**src/rtl/uart_pkg.sv**
```systemverilog
// Shared definitions for the UART receiver/transmitter pair.
//   PAR_NONE/PAR_EVEN/PAR_ODD : parity mode encodings
//   uart_state_e              : receiver FSM state encoding
//   majority3                 : 2-of-3 vote used for bit sampling
package uart_pkg;

    localparam int unsigned PAR_NONE = 0;
    localparam int unsigned PAR_EVEN = 1;
    localparam int unsigned PAR_ODD  = 2;

    typedef enum logic [2:0] {
        StIdle,
        StStart,
        StData,
        StParity,
        StStop,
        StBrkWait
    } uart_state_e;

    function automatic logic majority3(input logic [2:0] s);
        return (s[0] & s[1]) | (s[0] & s[2]) | (s[1] & s[2]);
    endfunction

endpackage

```
**src/rtl/uart_tick_gen.sv**
```systemverilog
// Free-running oversample tick generator.
//   clk   : system clock
//   reset : synchronous, active-high
//   tick  : one-clk pulse every CLK_DIV clocks (at the counter's terminal count)
module uart_tick_gen #(
    parameter int unsigned CLK_DIV = 5
) (
    input  logic clk,
    input  logic reset,
    output logic tick
);

    localparam int unsigned CntW = (CLK_DIV > 1) ? $clog2(CLK_DIV) : 1;
    localparam logic [CntW-1:0] LastCnt = CntW'(CLK_DIV - 1);

    logic [CntW-1:0] cnt_q, cnt_d;

    always_comb begin
        cnt_d = (cnt_q == LastCnt) ? '0 : cnt_q + CntW'(1);
    end

    always_ff @(posedge clk) begin
        if (reset) begin
            cnt_q <= '0;
        end else begin
            cnt_q <= cnt_d;
        end
    end

    assign tick = (cnt_q == LastCnt);

endmodule

```
**src/rtl/uart_rx_param.sv**
```systemverilog
// Parametrised oversampling UART receiver with majority-vote sampling,
// start-glitch rejection, parity/framing/overrun flags and valid/ready output.
//   clk, reset             : system clock, synchronous active-high reset
//   rx_in                  : asynchronous serial line, idle high
//   rx_data/rx_valid       : received word, held until rx_ready accepts it
//   rx_ready               : consumer accept
//   parity_err, frame_err  : qualifiers of the held word
//   overrun                : 1-clk pulse when a completed frame is dropped
//   busy                   : receiver FSM not idle
module uart_rx_param
    import uart_pkg::*;
#(
    parameter int unsigned CLK_DIV   = 5,
    parameter int unsigned OVS       = 8,
    parameter int unsigned DATA_BITS = 8,
    parameter int unsigned PARITY    = 2,
    parameter int unsigned STOP_BITS = 1
) (
    input  logic                 clk,
    input  logic                 reset,
    input  logic                 rx_in,
    output logic [DATA_BITS-1:0] rx_data,
    output logic                 rx_valid,
    input  logic                 rx_ready,
    output logic                 parity_err,
    output logic                 frame_err,
    output logic                 overrun,
    output logic                 busy
);

    localparam int unsigned CntW = $clog2(OVS);
    localparam int unsigned BitW = $clog2(DATA_BITS + 1);
    localparam logic [CntW-1:0] SampleCnt = CntW'(OVS / 2);
    localparam logic [CntW-1:0] LastCnt   = CntW'(OVS - 1);
    localparam logic [BitW-1:0] LastBit   = BitW'(DATA_BITS - 1);
    localparam logic            LastStop  = (STOP_BITS > 1) ? 1'b1 : 1'b0;

    logic tick;

    uart_tick_gen #(
        .CLK_DIV (CLK_DIV)
    ) u_tick_gen (
        .clk   (clk),
        .reset (reset),
        .tick  (tick)
    );

    // Synchroniser and vote history; both idle at 1 so reset never looks like a start bit.
    logic [1:0] sync_q;
    logic [2:0] samp_q;
    logic       rx_sync;
    logic       bit_now;

    assign rx_sync = sync_q[1];
    assign bit_now = majority3(samp_q);

    always_ff @(posedge clk) begin
        if (reset) begin
            sync_q <= 2'b11;
            samp_q <= 3'b111;
        end else begin
            sync_q <= {sync_q[0], rx_in};
            if (tick) begin
                samp_q <= {samp_q[1:0], rx_sync};
            end
        end
    end

    uart_state_e          state_q, state_d;
    logic [CntW-1:0]      cnt_q, cnt_d;
    logic [BitW-1:0]      bit_idx_q, bit_idx_d;
    logic                 stop_idx_q, stop_idx_d;
    logic [DATA_BITS-1:0] data_q, data_d;
    logic                 perr_q, perr_d;
    logic                 ferr_q, ferr_d;
    logic                 complete;
    logic                 at_sample, at_end, par_exp;

    assign at_sample = (cnt_q == SampleCnt);
    assign at_end    = (cnt_q == LastCnt);
    assign par_exp   = (PARITY == PAR_EVEN) ? ^data_q : ~^data_q;

    always_comb begin
        state_d    = state_q;
        cnt_d      = cnt_q;
        bit_idx_d  = bit_idx_q;
        stop_idx_d = stop_idx_q;
        data_d     = data_q;
        perr_d     = perr_q;
        ferr_d     = ferr_q;
        complete   = 1'b0;
        if (tick) begin
            if (state_q != StIdle && state_q != StBrkWait) begin
                cnt_d = at_end ? '0 : cnt_q + CntW'(1);
            end
            unique case (state_q)
                StIdle: begin
                    if (!rx_sync) begin
                        state_d    = StStart;
                        cnt_d      = '0;
                        bit_idx_d  = '0;
                        stop_idx_d = 1'b0;
                        perr_d     = 1'b0;
                        ferr_d     = 1'b0;
                    end
                end
                StStart: begin
                    if (at_sample && bit_now) begin
                        state_d = StIdle;
                    end else if (at_end) begin
                        state_d = StData;
                    end
                end
                StData: begin
                    if (at_sample) begin
                        data_d = {bit_now, data_q[DATA_BITS-1:1]};
                    end
                    if (at_end) begin
                        bit_idx_d = bit_idx_q + BitW'(1);
                        if (bit_idx_q == LastBit) begin
                            state_d = (PARITY != PAR_NONE) ? StParity : StStop;
                        end
                    end
                end
                StParity: begin
                    if (at_sample) begin
                        perr_d = (bit_now != par_exp);
                    end
                    if (at_end) begin
                        state_d = StStop;
                    end
                end
                StStop: begin
                    // The last stop bit completes the frame at its centre so a
                    // back-to-back start edge is never missed.
                    if (at_sample) begin
                        ferr_d = ferr_q | ~bit_now;
                        if (stop_idx_q == LastStop) begin
                            complete = 1'b1;
                            state_d  = ferr_d ? StBrkWait : StIdle;
                        end
                    end
                    if (at_end) begin
                        stop_idx_d = 1'b1;
                    end
                end
                StBrkWait: begin
                    if (rx_sync) begin
                        state_d = StIdle;
                    end
                end
                default: state_d = StIdle;
            endcase
        end
    end

    always_ff @(posedge clk) begin
        if (reset) begin
            state_q    <= StIdle;
            cnt_q      <= '0;
            bit_idx_q  <= '0;
            stop_idx_q <= 1'b0;
            data_q     <= '0;
            perr_q     <= 1'b0;
            ferr_q     <= 1'b0;
        end else begin
            state_q    <= state_d;
            cnt_q      <= cnt_d;
            bit_idx_q  <= bit_idx_d;
            stop_idx_q <= stop_idx_d;
            data_q     <= data_d;
            perr_q     <= perr_d;
            ferr_q     <= ferr_d;
        end
    end

    // Output holding register; independent of the FSM so reception continues while held.
    logic [DATA_BITS-1:0] rx_data_q;
    logic                 rx_valid_q, parity_err_q, frame_err_q, overrun_q;

    always_ff @(posedge clk) begin
        if (reset) begin
            rx_data_q    <= '0;
            rx_valid_q   <= 1'b0;
            parity_err_q <= 1'b0;
            frame_err_q  <= 1'b0;
            overrun_q    <= 1'b0;
        end else begin
            overrun_q <= 1'b0;
            if (complete) begin
                if (!rx_valid_q || rx_ready) begin
                    rx_data_q    <= data_q;
                    parity_err_q <= perr_q;
                    frame_err_q  <= ferr_d;
                    rx_valid_q   <= 1'b1;
                end else begin
                    overrun_q <= 1'b1;
                end
            end else if (rx_valid_q && rx_ready) begin
                rx_valid_q   <= 1'b0;
                parity_err_q <= 1'b0;
                frame_err_q  <= 1'b0;
            end
        end
    end

    assign rx_data    = rx_data_q;
    assign rx_valid   = rx_valid_q;
    assign parity_err = parity_err_q;
    assign frame_err  = frame_err_q;
    assign overrun    = overrun_q;
    assign busy       = (state_q != StIdle);

endmodule

```
**config.mk**
```make
export PLATFORM = sky130hd
export DESIGN_NAME = uart_rx_param
export DESIGN_NICKNAME = d
export VERILOG_FILES = /design/src/rtl/uart_pkg.sv /design/src/rtl/uart_tick_gen.sv /design/src/rtl/uart_rx_param.sv
export SDC_FILE = /design/constraint.sdc
export NUM_CORES = 1
export LEC_CHECK = 0
export CORE_ASPECT_RATIO = 0.6
export CORE_MARGIN = 1
export CORE_UTILIZATION = 60
export CTS_BUF_LIST = sky130_fd_sc_hd__clkbuf_16
export DETAILED_ROUTE_END_ITERATION = 16
export PLACE_DENSITY = 0.82
export RECOVER_POWER = 100
export SLEW_MARGIN = 20
export SYNTH_ARGS = -nofsm -noshare
export SYNTH_HDL_FRONTEND = slang
export SYNTH_SLANG_ARGS = --single-unit
```
**constraint.sdc**
```tcl
create_clock -name clk -period 3.29 [get_ports clk]
set_clock_uncertainty 0.05 [all_clocks]
set_input_delay 0.329 -clock clk [delete_from_list [all_inputs] [get_ports clk]]
set_output_delay 0.329 -clock clk [all_outputs]
set_load 0.01 [all_outputs]
```
; ---- Yosys cells after proc, flatten, opt, wreduce, memory -nomap -nowiden
; Cells that the tools add are included.
[totals]
register_bits = 41
inputBits = 4
[classes]
n_addsub = 3
n_eq_ne = 22
muxes = 39
bitwise = 8
n_reduce_logical = 21
[ops]
columns = op, n
row1 = $mux W3, 14
row2 = $mux W1, 18
row3 = $ne A2 B2 Y1 const B, 9
row4 = $pmux W3 S6, 1
row5 = $eq A3 B3 Y1 const B, 5
row6 = $reduce_and A4 Y1, 3
row7 = $reduce_and A9 Y1, 1
row8 = $mux W4, 2
row9 = $pmux W4 S2, 1
row10 = $reduce_bool A2 Y1, 4
row11 = $reduce_xnor A8 Y1, 1
row12 = $add A3 B1 Y3 const B, 2
row13 = $eq A3 B2 Y1 const B, 2
row14 = $ne A3 B3 Y1 const B, 2
row15 = $pmux W1 S2, 3
row16 = $add A4 B1 Y4 const B, 1
row17 = $eq A4 B3 Y1 const B, 1
row18 = $reduce_and A2 Y1, 2
row19 = $reduce_or A2 Y1, 2
row20 = $and A1 B1 Y1, 3
row21 = $eq A3 B1 Y1 const B, 1
row22 = $logic_and A1 B1 Y1, 3
row23 = $logic_not A3 Y1, 1
row24 = $or A1 B1 Y1, 3
row25 = other kinds (7), 8

; ---- Logic depth before layout (Yosys ltp)
; Gate-level depths: netlist (run 1).
[logic_depth]
ltp_word = 10
depth_mapped = 7

; ---- Modules after synthesis
; Synthesis (run 1) repeated with hierarchy kept, for this count alone.
[hier_totals]
hier_cells = 211
area_unflattened_um2 = 1904.3
[by_module_without_submodules]
columns = mod, instances, cells_per_inst, area_per_inst_um2
row1 = uart_rx_param, 1, 198, 1773.0
row2 = uart_tick_gen, 1, 13, 131.4

; ---- Least setup slack after synthesis (run 1)
; No wires, ideal clock.
[synth_timing]
path_kind = reg-to-reg
start = register cnt_q[0]
end = register state_q[2]
setup_time_ps = 122
t_arrival_ps = 1640
t_required_ps = 3118
path_slack_ps = 1478
path_stages_with_launch = 7
period_less_slack_ps = 1812
path_cell_list = dfxtp_1 > ha_1 > ha_1 > or3b_2 > a41o_1 > a41o_1 > o311a_1
[synth_via]
elab_chain_cells = 4
word_cells_on_any_way = 10
classes_between = eq/ne: 6 / mux: 2 / reduce/logical: 2
[synth_lines]
columns = element, line_no
row1 = from (decl), uart_rx_param.sv:70  ; logic [CntW-1:0] cnt_q, cnt_d;
row2 = from (signal assigned), uart_rx_param.sv:168  ; cnt_q <= cnt_d;
row3 = $eq A3 B3 Y1, uart_rx_param.sv:79  ; assign at_sample = (cnt_q == SampleCnt);
row4 = $logic_and A1 B1 Y1, uart_rx_param.sv:108  ; if (at_sample && bit_now) begin
row5 = $ne A3 B3 Y1 (no line) or $mux W3 (tied branches), -
row6 = $reduce_and A9 Y1 (no line) or $pmux W3 S6 (tied branches), -
row7 = to (signal assigned), uart_rx_param.sv:159  ; state_q <= StIdle;
row8 = to (signal assigned), uart_rx_param.sv:167  ; state_q <= state_d;
row9 = to (decl), uart_rx_param.sv:69  ; uart_state_e state_q, state_d;
; Several ways; a longest one is shown, not always the timed one.
; A chain may end at the register's enable or synchronous reset.

; ---- Worst setup path after layout (run 1)
[layout_timing]
start = register state_q[2]
end = register rx_data_q[7] (netlist: rx_data[7])
[layout_via]
elab_chain_cells = 4
[layout_lines]
columns = element, line_no
row1 = $eq A3 B3 Y1, uart_rx_param.sv:96  ; unique case (state_q)
row2 = $mux W1, uart_rx_param.sv:96
row3 = $mux W1, uart_rx_param.sv:92  ; if (tick) begin
row4 = $reduce_and A2 Y1 (no line), -
row5 = to (signal assigned), uart_rx_param.sv:192  ; rx_data_q <= data_q;
row6 = to (decl), uart_rx_param.sv:178  ; logic [DATA_BITS-1:0] rx_data_q;
; No other way between the ends.

==> run_summary.xml, run 1 <==
<?xml version="1.0" encoding="UTF-8"?>
<metrics>
  <group name="global_routing">
    <metric name="global_route.overflow_total" unit="">0</metric>
    <metric name="global_route.usage.met3" unit="%">6.64</metric>
    <metric name="grt_max_degree" unit="">26</metric>
    <metric name="grt_pass1_wl" unit="µm">6440</metric>
    <metric name="global_route.peak_usage_layer" unit="">met2</metric>
    <metric name="met2_routing_resource_usage_after_global_routing" unit="%">40.9</metric>
    <metric name="grt_antenna_before_repair" unit="">0</metric>
    <metric name="grt_pass1_vias" unit="">1395</metric>
    <metric name="globalRouteTotalUtil" unit="%">26.2</metric>
    <metric name="groute.layer.met1.usage" unit="%">35.4</metric>
  </group>
  <group name="setup_path">
    <metric name="cp_cell_sequence" unit="">or3b_1, nor4b_1, clkbuf_1, mux2i_1, nor2_1</metric>
    <metric name="critPathSlowestCell" unit="">dfxtp_1</metric>
    <metric name="ff2ff_path_depth" unit="">5</metric>
    <metric name="timing.critical_path.from_type" unit="">register</metric>
    <metric name="critPathMaxFanout" unit="">13</metric>
    <metric name="r2r-end" unit="">rx_data[7]$_SDFFE_PP0P_</metric>
    <metric name="setup.worst_path.end_class" unit="">register</metric>
    <metric name="reg2reg_from" unit="">state_q[2]$_SDFFE_PP0P_</metric>
    <metric name="critical_path.max_stage_delay" unit="ns">0.60</metric>
    <metric name="worst_ep_arrival_time" unit="ns">2.66</metric>
    <metric name="reg_to_reg_slack_setup" unit="ns">0.69</metric>
    <metric name="worst_ep_required" unit="ns">3.36</metric>
    <metric name="crit_type" unit="">register to register</metric>
  </group>
  <group name="yosys">
    <metric name="yosysWarnings" unit="">0</metric>
    <metric name="syn_nets" unit="">213</metric>
    <metric name="dominantRegCellSynth" unit="">dfxtp_1</metric>
    <metric name="seq_area_frac_synth" unit="%">43.0</metric>
    <metric name="mappedNetlistArea" unit="µm²">1910</metric>
    <metric name="synthesis.area_per_instance" unit="µm²">9.40</metric>
    <metric name="ys_types" unit="">49</metric>
    <metric name="async_flop_share" unit="%">0</metric>
    <metric name="ys_seq_elements" unit="">41</metric>
    <metric name="mapped_cells" unit="">203</metric>
    <metric name="synth_edf_count" unit="">0</metric>
  </group>
  <group name="power">
    <metric name="comb_power_share" unit="%">2.8</metric>
    <metric name="p_per_area" unit="nW/µm²">478</metric>
    <metric name="internal_power" unit="µW">866</metric>
    <metric name="p_leak" unit="µW">0.000850</metric>
    <metric name="p_sw" unit="µW">201</metric>
    <metric name="clock_power_share" unit="%">49.7</metric>
    <metric name="vdd_drop_max" unit="V">0.000251</metric>
    <metric name="seqPwrFrac" unit="%">47.6</metric>
    <metric name="swShare" unit="%">18.8</metric>
  </group>
  <group name="outcome">
    <metric name="outcome" unit="">complete, no violations</metric>
  </group>
  <group name="routing">
    <metric name="detail-route-antenna-nets" unit="">0</metric>
    <metric name="iteration_count_of_the_initial_detailed_routing_pass" unit="">4</metric>
    <metric name="wirelength" unit="µm">4080</metric>
    <metric name="drt_first_iter_violations" unit="">107</metric>
    <metric name="route.vias.total" unit="">1551</metric>
    <metric name="route.detailed.drc" unit="">0</metric>
    <metric name="detail_route.wl_per_cell" unit="µm">15.5</metric>
    <metric name="via_per_inst" unit="">5.90</metric>
  </group>
  <group name="timing">
    <metric name="post-route-min-period" unit="ns">2.60</metric>
    <metric name="slew_at_the_pin_with_the_worst_max_slew_slack" unit="ns">1.23</metric>
    <metric name="setup-tns-final" unit="ns">0</metric>
    <metric name="final_hold_viol_count" unit="">0</metric>
    <metric name="final-setup-viol-count" unit="">0</metric>
    <metric name="slew_viol_final" unit="">0</metric>
    <metric name="min_period_over_period" unit="%">78.9</metric>
    <metric name="relative_slew_slack" unit="%">17.4</metric>
    <metric name="clock.fmax" unit="MHz">385</metric>
    <metric name="grt_setup_unrepaired" unit="">no</metric>
  </group>
  <group name="floorplan">
    <metric name="core_region_area" unit="µm²">2950</metric>
    <metric name="die_x" unit="µm">74.8</metric>
    <metric name="die_h" unit="µm">45.7</metric>
    <metric name="design.die.area" unit="µm²">3420</metric>
    <metric name="core.rowCount" unit="">15</metric>
    <metric name="ioPinCount" unit="">17</metric>
    <metric name="initial_utilization" unit="%">64.8</metric>
  </group>
  <group name="layout">
    <metric name="stdcell_count" unit="">263</metric>
    <metric name="antenna-diode-count" unit="">0</metric>
    <metric name="nNetsFinal" unit="">230</metric>
    <metric name="layout.cell_area.non_filler" unit="µm²">2230</metric>
    <metric name="areaGrowthSynthToFinish" unit="%">16.9</metric>
    <metric name="final_layout_size_suffix_gt1_share" unit="%">5.43</metric>
  </group>
  <group name="place">
    <metric name="place_congestion" unit="">0.916</metric>
    <metric name="io_buffers" unit="">16</metric>
    <metric name="placed_cells" unit="">255</metric>
    <metric name="placed_area" unit="µm²">2090</metric>
    <metric name="placed_wire_length_estimate" unit="µm">2710</metric>
  </group>
  <group name="worst_hold_path">
    <metric name="end_point_of_the_most_critical_hold_path" unit="">sync_q[1]$_SDFF_PP1_</metric>
    <metric name="timing.hold.worst.start" unit="">sync_q[0]$_SDFF_PP1_</metric>
    <metric name="worstHoldPathCells" unit="">1</metric>
    <metric name="hp-class" unit="">register to register</metric>
  </group>
  <group name="clock_network">
    <metric name="postCtsResizedCells" unit="">0</metric>
    <metric name="clock-sinks" unit="">41</metric>
    <metric name="numCtsBuffers" unit="">5</metric>
    <metric name="clk_pin_slew_worst_paths" unit="ns">0.06</metric>
    <metric name="post-cts-setup-buffer-count" unit="">0</metric>
    <metric name="cts_root_buffer" unit="">clkbuf_16</metric>
    <metric name="cts_tree" unit="">yes</metric>
    <metric name="clock_tree.buffer_depth" unit="">2</metric>
    <metric name="cts.htree.levels" unit="">2</metric>
    <metric name="cts_hold_buf" unit="">0</metric>
    <metric name="worst_skew_pair_latency" unit="ns">0.28</metric>
  </group>
  <group name="job">
    <metric name="maxCapViolCount" unit="">0</metric>
  </group>
</metrics>
==> synth_stat cells (3+ instances only) <==
| library cell | n | area, µm² |
|---|---|---|
| o211ai_1 | 3 | 22.5 |
| inv_1 | 11 | 41.3 |
| dfxtp_1 | 41 | 821 |
| nor2_1 | 24 | 90.1 |
| ha_1 | 6 | 75.1 |
| nand3_1 | 3 | 15.0 |
| a21oi_1 | 12 | 60.1 |
| mux2i_1 | 20 | 200 |
| xnor2_1 | 5 | 43.8 |
| o21ai_0 | 9 | 45.0 |
| nand4_1 | 3 | 18.8 |
| or3_1 | 4 | 25.0 |
| nor3_1 | 3 | 15.0 |
| or4_1 | 3 | 22.5 |
| nand2_1 | 14 | 52.6 |
==> layout make-up <==
class | instances | area, µm²
fill | 209 | 717
multi-input combinational | 143 | 985
tap | 42 | 52.6
sequential | 41 | 821
timing repair buffer | 18 | 168
clock inverter | 3 | 37.5
inverter | 11 | 41.3
clock buffer | 5 | 125
==> registers in the layout (all words and copies together), names as in the netlist <==
signal and flops:
parity_err 1, data_q 8, frame_err 1, cnt_q 3, state_q 3, ferr_q 1
perr_q 1, rx_data 8, samp_q 3, rx_valid 1, sync_q 2, bit_idx_q 4
overrun 1, stop_idx_q 1, u_tick_gen.cnt_q 3
==> through the flow <==
stage	hold slack, ns	power, µW	setup slack, ns	util, %
final	0.366	1070	0.694	75.7
after global routing	0.388	1100	0.513	75.7
after floorplan	0.339	537	1.48	-
after detailed placement	0.356	548	1.21	70.9
after global placement	0.349	546	1.31	70.9
after CTS	0.372	1080	1.14	76.4
==> how the worst max path moves through the flow <==
stage / slack [ns] / cells past startpoint / startpoint / endpoint
final: 0.69 / 5 / state_q[2]$_SDFFE_PP0P_ / rx_data[7]$_SDFFE_PP0P_
after floorplan: 1.48 / 6 / cnt_q[0]$_SDFFE_PP0N_ / state_q[2]$_SDFFE_PP0P_
after global routing: 0.51 / 5 / state_q[2]$_SDFFE_PP0P_ / rx_data[7]$_SDFFE_PP0P_
after global placement: 1.31 / 5 / state_q[2]$_SDFFE_PP0P_ / rx_data[2]$_SDFFE_PP0P_
after CTS: 1.14 / 5 / state_q[2]$_SDFFE_PP0P_ / rx_data[7]$_SDFFE_PP0P_
after detailed placement: 1.21 / 5 / state_q[2]$_SDFFE_PP0P_ / rx_data[2]$_SDFFE_PP0P_
==> layout by cell type (no fill, tap or decap), types with 2 or more instances in the layout <==
cell | netlist | final
a21oi_1 | 12 | 12
a41o_1 | 2 | 2
clkbuf_1 | 2 | 2
clkbuf_16 | 0 | 5
clkdlybuf4s50_1 | 0 | 2
dfxtp_1 | 41 | 41
dlygate4sd3_1 | 0 | 14
ha_1 | 6 | 6
inv_1 | 11 | 12
mux2i_1 | 20 | 20
nand2_1 | 14 | 14
nand3_1 | 3 | 3
nand4_1 | 3 | 3
nand4b_1 | 2 | 2
nor2_1 | 24 | 24
nor3_1 | 3 | 3
o211ai_1 | 3 | 3
o21ai_0 | 9 | 9
o31ai_1 | 2 | 2
or2_2 | 2 | 2
or3_1 | 4 | 4
or4_1 | 3 | 3
xnor2_1 | 5 | 5
xor2_1 | 2 | 2
==> worst max-delay path, delay by kind of cell, from the launching register on <==
kind | cells | cell delay (ns)
multiplexers | 1 | 0.28
flip-flops | 1 | 0.60
AND/OR/NAND/NOR | 3 | 0.94
buffers and inverters | 1 | 0.57
==> layer usage <==
layer	routed length, µm	share of wire [%]
met1	1980	49
met2	1810	44
met3	251	6.2
met4	40	0.98
met5	0	0
==> cell families after synthesis <==
| family | after synthesis | share of synthesized area, % |
|---|---|---|
| multiplexers | 20 | 10.5 |
| XOR/XNOR | 8 | 4.39 |
| flip-flops | 41 | 43.0 |
| buffers and inverters | 19 | 4.59 |
| AO/OA/AOI/OAI | 39 | 13.2 |
| adder cells (fa/ha/maj) | 7 | 4.46 |
| AND/OR/NAND/NOR | 69 | 19.8 |
==> power by group through the flow <==
stage / clock network, µW / registers, µW / logic (µW)
after floorplan: 0 / 516 / 21.3
after global placement: 0 / 517 / 28.8
after detailed placement: 0 / 518 / 30.1
after CTS: 540 / 507 / 30.4
after global routing: 558 / 507 / 32.7
final: 529 / 507 / 29.8
Note: power is estimated with default switching activity, not from simulation.
==> inputs of run 2 (changes only) <==
--- a/config.mk
+++ b/config.mk
@@ -7,10 +7,10 @@
 export LEC_CHECK = 0
 export CORE_ASPECT_RATIO = 0.6
 export CORE_MARGIN = 1
-export CORE_UTILIZATION = 60
+export CORE_UTILIZATION = 56
 export CTS_BUF_LIST = sky130_fd_sc_hd__clkbuf_16
 export DETAILED_ROUTE_END_ITERATION = 16
-export PLACE_DENSITY = 0.82
+export PLACE_DENSITY = 0.77
 export RECOVER_POWER = 100
 export SLEW_MARGIN = 20
 export SYNTH_ARGS = -nofsm -noshare
==> constraint.sdc (replaced) <==
create_clock -name clk -period 2.6 [get_ports clk]
set_clock_uncertainty 0.05 [all_clocks]
set_input_delay 0.26 -clock clk [delete_from_list [all_inputs] [get_ports clk]]
set_output_delay 0.26 -clock clk [all_outputs]
set_load 0.01 [all_outputs]
==> run 2 against run 1 <==
Net effect: first-iteration DRC count grew to 2.5 times the previous value; clock power increased by 11%; total power grew 19%; critical path type unchanged; highest routed layer unchanged; combinational power increased by 33%; clock-buffer cell count unchanged; non-clock buffer count increased by 1; sequential share of layout area about the same; largest cell class unchanged; register-to-register slack lost 0.38 ns; sequential power is 26% higher; sequential cell count is the same; hold slack lost 0.0063 ns.
==> run_summary.xml, run 2 (synthesis results as in run 1) <==
<?xml version="1.0" encoding="UTF-8"?>
<metrics>
  <group name="outcome">
    <metric name="outcome" unit="">complete, no violations</metric>
  </group>
  <group name="timing">
    <metric name="hold_slack" unit="ns">0.360</metric>
    <metric name="grt_setup_unrepaired" unit="">no</metric>
    <metric name="setup-tns-final" unit="ns">0</metric>
    <metric name="relative_slew_slack" unit="%">50.6</metric>
    <metric name="min_period_over_period" unit="%">87.8</metric>
    <metric name="worst_slack" unit="ns">0.317</metric>
    <metric name="slew_viol_final" unit="">0</metric>
    <metric name="clock.fmax" unit="MHz">438</metric>
    <metric name="final_hold_viol_count" unit="">0</metric>
    <metric name="final-setup-viol-count" unit="">0</metric>
    <metric name="post-route-min-period" unit="ns">2.28</metric>
    <metric name="slew_at_the_pin_with_the_worst_max_slew_slack" unit="ns">0.733</metric>
  </group>
  <group name="clock_network">
    <metric name="cts_root_buffer" unit="">clkbuf_16</metric>
    <metric name="clk_pin_slew_worst_paths" unit="ns">0.06</metric>
    <metric name="cts_tree" unit="">yes</metric>
    <metric name="post-cts-setup-buffer-count" unit="">0</metric>
    <metric name="clock_tree.buffer_depth" unit="">2</metric>
    <metric name="worst_skew_pair_latency" unit="ns">0.28</metric>
    <metric name="clock-sinks" unit="">41</metric>
    <metric name="cts_hold_buf" unit="">0</metric>
    <metric name="numCtsBuffers" unit="">5</metric>
    <metric name="cts.htree.levels" unit="">2</metric>
    <metric name="postCtsResizedCells" unit="">0</metric>
  </group>
  <group name="setup_path">
    <metric name="critPathMaxFanout" unit="">13</metric>
    <metric name="reg_to_reg_slack_setup" unit="ns">0.32</metric>
    <metric name="worst_ep_required" unit="ns">2.70</metric>
    <metric name="timing.critical_path.from_type" unit="">register</metric>
    <metric name="buffers_inverters_on_critical_path" unit="">1</metric>
    <metric name="critPathSlowestCell" unit="">dfxtp_1</metric>
    <metric name="worst_ep_arrival_time" unit="ns">2.38</metric>
    <metric name="critical_path_stages" unit="">5</metric>
    <metric name="cp_cell_sequence" unit="">or3b_1, nor4b_2, clkbuf_2, mux2i_1, nor2_1</metric>
    <metric name="cell_type_group_with_the_largest_total_delay_on_the_critical_path" unit="">simple AND/OR/NAND/NOR gates</metric>
    <metric name="critical_path.max_stage_delay" unit="ns">0.62</metric>
    <metric name="setup.worst_path.end_class" unit="">register</metric>
    <metric name="ff2ff_path_depth" unit="">5</metric>
    <metric name="crit_type" unit="">register to register</metric>
  </group>
  <group name="place">
    <metric name="dp_worst_slack" unit="ns">0.522</metric>
    <metric name="place_congestion" unit="">0.886</metric>
    <metric name="io_buffers" unit="">16</metric>
    <metric name="placed_wire_length_estimate" unit="µm">3040</metric>
  </group>
  <group name="routing">
    <metric name="detail_route.wl_per_cell" unit="µm">16.6</metric>
    <metric name="detail-route-antenna-nets" unit="">0</metric>
    <metric name="drt_first_iter_violations" unit="">269</metric>
    <metric name="iteration_count_of_the_initial_detailed_routing_pass" unit="">4</metric>
    <metric name="wirelength" unit="µm">4390</metric>
    <metric name="route.vias.total" unit="">1591</metric>
    <metric name="route.detailed.drc" unit="">0</metric>
    <metric name="via_per_inst" unit="">6.03</metric>
  </group>
  <group name="global_routing">
    <metric name="grt_max_degree" unit="">17</metric>
    <metric name="grt_pass1_vias" unit="">1415</metric>
    <metric name="grt_antenna_before_repair" unit="">0</metric>
    <metric name="global_route.overflow_total" unit="">0</metric>
    <metric name="grt_pass1_wl" unit="µm">7170</metric>
    <metric name="globalRouteTotalUtil" unit="%">26.8</metric>
  </group>
  <group name="layout">
    <metric name="top_library_cells_by_usage_in_the_layout_fill_and_taps_aside" unit="">dfxtp_1, nor2_1, mux2i_1</metric>
    <metric name="nNetsFinal" unit="">231</metric>
    <metric name="antenna-diode-count" unit="">0</metric>
    <metric name="final_layout_size_suffix_gt1_share" unit="%">6.76</metric>
    <metric name="areaGrowthSynthToFinish" unit="%">16.8</metric>
    <metric name="most_common_cell_after_layout_fill_and_taps_aside" unit="">dfxtp_1</metric>
  </group>
  <group name="floorplan">
    <metric name="die_x" unit="µm">77.4</metric>
    <metric name="ioPinCount" unit="">17</metric>
    <metric name="core_region_area" unit="µm²">3040</metric>
    <metric name="core.rowCount" unit="">15</metric>
    <metric name="design.die.area" unit="µm²">3650</metric>
    <metric name="die_h" unit="µm">47.2</metric>
    <metric name="initial_utilization" unit="%">62.8</metric>
  </group>
  <group name="power">
    <metric name="vdd_drop_max" unit="V">0.000412</metric>
    <metric name="p_per_area" unit="nW/µm²">568</metric>
    <metric name="p_leak" unit="µW">0.000846</metric>
    <metric name="power.total" unit="µW">1270</metric>
  </group>
  <group name="worst_hold_path">
    <metric name="worstHoldPathCells" unit="">1</metric>
    <metric name="hp-class" unit="">register to register</metric>
  </group>
  <group name="job">
    <metric name="maxCapViolCount" unit="">0</metric>
  </group>
</metrics>
run 2: final timing paths:
check / end / startpoint
worst max-delay path: rx_data[1]$_SDFFE_PP0P_ / state_q[2]$_SDFFE_PP0P_
worst min-delay path: sync_q[1]$_SDFF_PP1_ / sync_q[0]$_SDFF_PP1_
worst max register to register: rx_data[1]$_SDFFE_PP0P_ / state_q[2]$_SDFFE_PP0P_
worst min register to register: sync_q[1]$_SDFF_PP1_ / sync_q[0]$_SDFF_PP1_
run 2: where the power goes:
| part | internal, µW | leakage (µW) | switching (µW) |
|---|---|---|---|
| registers | 635 | 0.000331 | 6.15 |
| clock network | 347 | 0.0000687 | 239 |
| logic | 15.5 | 0.000446 | 24.0 |
| total | 998 | 0.000846 | 269 |
run 2: area by class of cell:
type | count | area, µm²
multi-input combinational | 143 | 1000
clock buffer | 5 | 125
sequential | 41 | 821
tap | 42 | 52.6
fill | 229 | 812
inverter | 11 | 41.3
clock inverter | 3 | 12.5
timing repair buffer | 19 | 176
run 2: stage by stage:
step / utilization (%) / cell area, µm² / std cells
global placement: 69.0 / 2100 / 256
global route: 73.3 / 2230 / 264
floorplan: - / 1910 / 203
finish: 73.3 / 2230 / 264
CTS: 73.5 / 2230 / 264
detailed placement: 69.0 / 2100 / 256
run 2: worst reg2reg max path, stage by stage, from the launching register on:
cell      delay, ns
dfxtp_1        0.62
or3b_1         0.49
nor4b_2        0.31
clkbuf_2       0.37
mux2i_1        0.26
nor2_1         0.05
run 2: routing by layer:
metal / vias to the layer above / GRT usage, % / part of all wire [%]
met4: 0 / 9.81 / 1.7
met1: 738 / 36.4 / 47
met3: 12 / 9.32 / 10
li1: 760 / - / -
met5: - / 0 / 0
met2: 81 / 40.0 / 42
